$ cat src/rtl/fetch_queue.sv
// Elastic IF->ID instruction queue: DEPTH-entry circular buffer with a valid/ready
// fetch side and STALL/FLUSH semantics on the decode side.
module fetch_queue #(
  parameter int DEPTH   = 4,
  parameter int INSTR_W = 32,
  parameter int ADDR_W  = 32,
  localparam int PW = $clog2(DEPTH),
  localparam int CW = $clog2(DEPTH + 1)
) (
  input  logic               CLK,
  input  logic               RESET,
  input  logic               FLUSH,
  input  logic               STALL,
  input  logic               IN_VALID,
  output logic               IN_READY,
  input  logic [INSTR_W-1:0] Instr1_IF,
  input  logic [ADDR_W-1:0]  Instr_PC_IF,
  input  logic [ADDR_W-1:0]  Instr_PC_Plus4_IF,
  output logic               OUT_VALID,
  output logic [INSTR_W-1:0] Instr1_OUT,
  output logic [ADDR_W-1:0]  Instr_PC_OUT,
  output logic [ADDR_W-1:0]  Instr_PC_Plus4,
  output logic [CW-1:0]      COUNT,
  output logic               FULL,
  output logic               EMPTY
);

  typedef struct packed {
    logic [INSTR_W-1:0] instr;
    logic [ADDR_W-1:0]  pc;
    logic [ADDR_W-1:0]  pc_plus4;
  } entry_t;

  entry_t        mem [DEPTH];
  entry_t        head;
  logic [PW-1:0] wr_ptr, rd_ptr;
  logic [CW-1:0] count;
  logic          push, pop;

  // Status flags come only from registered occupancy, never from the handshake inputs.
  assign FULL      = (count == CW'(DEPTH));
  assign EMPTY     = (count == '0);
  assign IN_READY  = !FULL;
  assign OUT_VALID = !EMPTY;
  assign COUNT     = count;

  assign push = IN_VALID && IN_READY && !FLUSH;
  assign pop  = OUT_VALID && !STALL && !FLUSH;

  always_ff @(posedge CLK or negedge RESET) begin
    if (!RESET) begin
      wr_ptr <= '0;
      rd_ptr <= '0;
      count  <= '0;
    end else if (FLUSH) begin
      wr_ptr <= '0;
      rd_ptr <= '0;
      count  <= '0;
    end else begin
      if (push) wr_ptr <= wr_ptr + PW'(1);
      if (pop)  rd_ptr <= rd_ptr + PW'(1);
      case ({push, pop})
        2'b10:   count <= count + CW'(1);
        2'b01:   count <= count - CW'(1);
        default: count <= count;
      endcase
    end
  end

  // Storage is not reset; empty gating hides stale contents.
  always_ff @(posedge CLK) begin
    if (push) mem[wr_ptr] <= '{instr: Instr1_IF, pc: Instr_PC_IF, pc_plus4: Instr_PC_Plus4_IF};
  end

  assign head           = mem[rd_ptr];
  assign Instr1_OUT     = EMPTY ? '0 : head.instr;
  assign Instr_PC_OUT   = EMPTY ? '0 : head.pc;
  assign Instr_PC_Plus4 = EMPTY ? '0 : head.pc_plus4;

endmodule

$ cat config.mk
export PLATFORM = sky130hd
export DESIGN_NAME = fetch_queue
export DESIGN_NICKNAME = d
export VERILOG_FILES = /design/src/rtl/fetch_queue.sv
export SDC_FILE = /design/constraint.sdc
export NUM_CORES = 1
export LEC_CHECK = 0
export ABC_AREA = 1
export CAP_MARGIN = 20
export CORE_UTILIZATION = 25
export DETAILED_ROUTE_END_ITERATION = 16
export GPL_TIMING_DRIVEN = 1
export PLACE_DENSITY = 0.39
export SETUP_SLACK_MARGIN = 0.05
export SLEW_MARGIN = 20
export SYNTH_ARGS = -nofsm -noshare
export SYNTH_HDL_FRONTEND = slang
export SYNTH_SLANG_ARGS = --single-unit
$ cat constraint.sdc
create_clock -name CLK -period 7.7 [get_ports CLK]
set_input_delay 1.155 -clock CLK [delete_from_list [all_inputs] [get_ports CLK]]
set_output_delay 1.155 -clock CLK [all_outputs]
set_load 0.1 [all_outputs]
==> impl_results.md <==
* Synth unique cells at 22
* Post-CTS Setup Inserts at 0
* Status: complete, no violations
* First-pass GRT wire length at 62,160 µm
* TritonCTS Buffers at 46
* WL/cell at 18.74 µm
* Worst-path clk slew at 0.06 ns
* Post-route setup TNS at 0 ns
* Die area at 62,240 µm²
* Fin nets at 1,496
* Clk buf depth at 3
* Worst Skew at 0.01678 ns
* Post-synthesis sequential area ratio at 76.45%
* Global route total overflow at 0
* Seq cells post-synth at 391
* Worst setup EP type: primary output
* Rows at 90
* DRC at 0
* Vias in the first global route at 9,658
* Crit start category: register
* TritonCTS Sinks at 391
* Hold slack at 0.6183 ns
* Worst path max stage delay at 1.20 ns
* Area of the multi-input gates at 3171 µm²
* TritonCTS clock tree: done
* Finish-stage setup viols at 0
* Cts hold-fix bufs at 0
* Critical-path cell list: inv_6 > buf_12 > o21ai_0 > a21oi_1 > clkdlybuf4s50_1
* Syn-to-layout area delta at 26.90%
* Syn_nets at 1,304
* Mapped Cells at 1,198
* GR Util All Layers at 13.26%
* Hold wc startpoint: COUNT[0]
* Placed cell area at 18,110 µm²
* Starting Density at 25.32%
* Inst Count DP at 2,124
* Detailed placement HPWL at 21,850 µm
* Share of cells above drive strength 1 at 6.395%
* Largest net degree at the start of global routing at 112
* WP depth at 5
* Data arrival, critical path at 4.16 ns
* DIE HEIGHT at 249.5 µm
* DR vias/cell at 4.317
* Slew margin rel. at 25.67%
* Critical setup path kind: reg -> out
* RePlAce Congestion at 0.6722
* Clock root buffer: clkbuf_16
* Period utilisation layout at 69.00%
* Mapped Area at 15,310 µm²
* Final Max Slew Viols at 0
* Core region area at 60,470 µm²
* Fill cell count at 6,008
* CP max FO at 111
* Worst Hold Path Cells at 1
* Post-Route WL at 41,330 µm
* Crit path buf inv count at 3
* Max Cap Viol at 0
* Vias at 9,524
* Synth warn at 0
* Tmin final at 5.313 ns
* Initial antenna violation count at 5
* First-pass DRT Iterations at 4
* Min-Delay Path Class: reg -> reg
* Post-CTS Resized at 0
* H-tree Lvls at 2
* Post-route ant nets at 0
* Final Instance Area at 19,430 µm²
* Critical path required time at 6.55 ns
* RSZ-0062 raised after global routing: no
* Crit path max-delay family: buffers and inverters
* Final Hold Viols at 0
* R2r startpoint: COUNT[0]
* Peak Freq at 188.2 MHz
* 1st-iter DRT viols at 339
* Io pins at 204
* Worst R2R Path Depth at 7
* Post-Syn Area per Cell at 12.78 µm²
* Critical path's slowest cell: clkdlybuf4s50_1
* Number of port buffers at 203
* Storage cell area at 11,710 µm²
* Worst setup path startpoint: rd_ptr[0]
* Finished Layout Cells at 2,206
* Worst-Skew Late Latency at 0.57 ns
* Slew @ Worst Pin at 1.111 ns
* Overall die width at 249.5 µm
## cell type report
class                           instances  share of cell area [%]
Antenna cell                            1                 0.01288
Clock buffer                           62                   6.233
Clock inverter                         19                  0.5666
Inverter                               17                  0.3863
Multi-Input combinational cell        716                   16.32
Sequential cell                       391                   60.28
Tap cell                              782                   5.035
Timing Repair Buffer                  218                   11.17
## per-layer routing
layer	wire length [µm]	part of all wire, %	track usage (%)	vias to the layer above
met1	18240	44	16.49	4637
met3	2411	5.8	3.880	59
met4	721	1.7	3.545	10
met2	19890	48	22.38	184
li1	-	-	-	4634
met5	65	0.16	0	-
## state kept, by name, indices dropped and copies added (netlist names)
signal and count:
COUNT 3, mem 384, wr_ptr 2, rd_ptr 2
## cells by family after synthesis
kind of cell | synth area share [%]
AO/OA/AOI/OAI | 9.699
adder cells (fa/ha/maj) | 0.4576
XOR/XNOR | 0.05721
flip-flops | 76.45
AND/OR/NAND/NOR | 10.30
buffers and inverters | 3.040
## final timing paths
kind | endpoint | slack (ns)
worst max-delay path | Instr_PC_Plus4[22] | 2.39
min in group asynchronous | COUNT[0] | 0.89
max in group asynchronous | rd_ptr[0] | 6.50
worst min register to register | COUNT[0] | 0.62
worst min-delay path | COUNT[0] | 0.62
worst max register to register | mem[1][0] | 4.89
## through the flow
stage	setup WS (ns)	utilization, %
after global routing	2.154	32.13
after global placement	2.910	29.94
after floorplan	1.188	-
after detailed placement	2.890	29.94
after CTS	2.271	32.13
final	2.387	32.13
## cell usage in the layout, fill, tap and decap left out, drive strengths merged
cell type,netlist,final
nor2,391,391
edfxtp,384,384
clkdlybuf4s50,0,203
o21ai,196,196
a21oi,100,100
clkbuf,35,62
nand2,21,21
inv,17,18
clkinv,0,17
buf,39,15
dfrtp,7,7
ha,4,4
nand3,2,2
diode,0,1
xnor2,1,1
fa,1,1
clkinvlp,0,1
## synth_stat cells
master	n	area share [%]
nor2_1	389	9.5
edfxtp_1	384	75
o21ai_1	113	3.7
a21oi_1	99	3.2
o21ai_0	83	2.7
buf_2	20	0.65
clkbuf_1	19	0.47
buf_4	17	0.83
nand2_1	17	0.42
clkbuf_2	16	0.52
inv_1	11	0.27
dfrtp_1	7	1.1
inv_2	6	0.15
ha_1	4	0.33
nand2_2	4	0.16
buf_6	2	0.15
nand3_1	2	0.065
a21oi_2	1	0.057
fa_1	1	0.13
nor2_2	1	0.041
nor2_4	1	0.074
xnor2_1	1	0.057
Power is not shown: default switching activity piles up to over one toggle a cycle in this logic, so the estimate is an artifact.
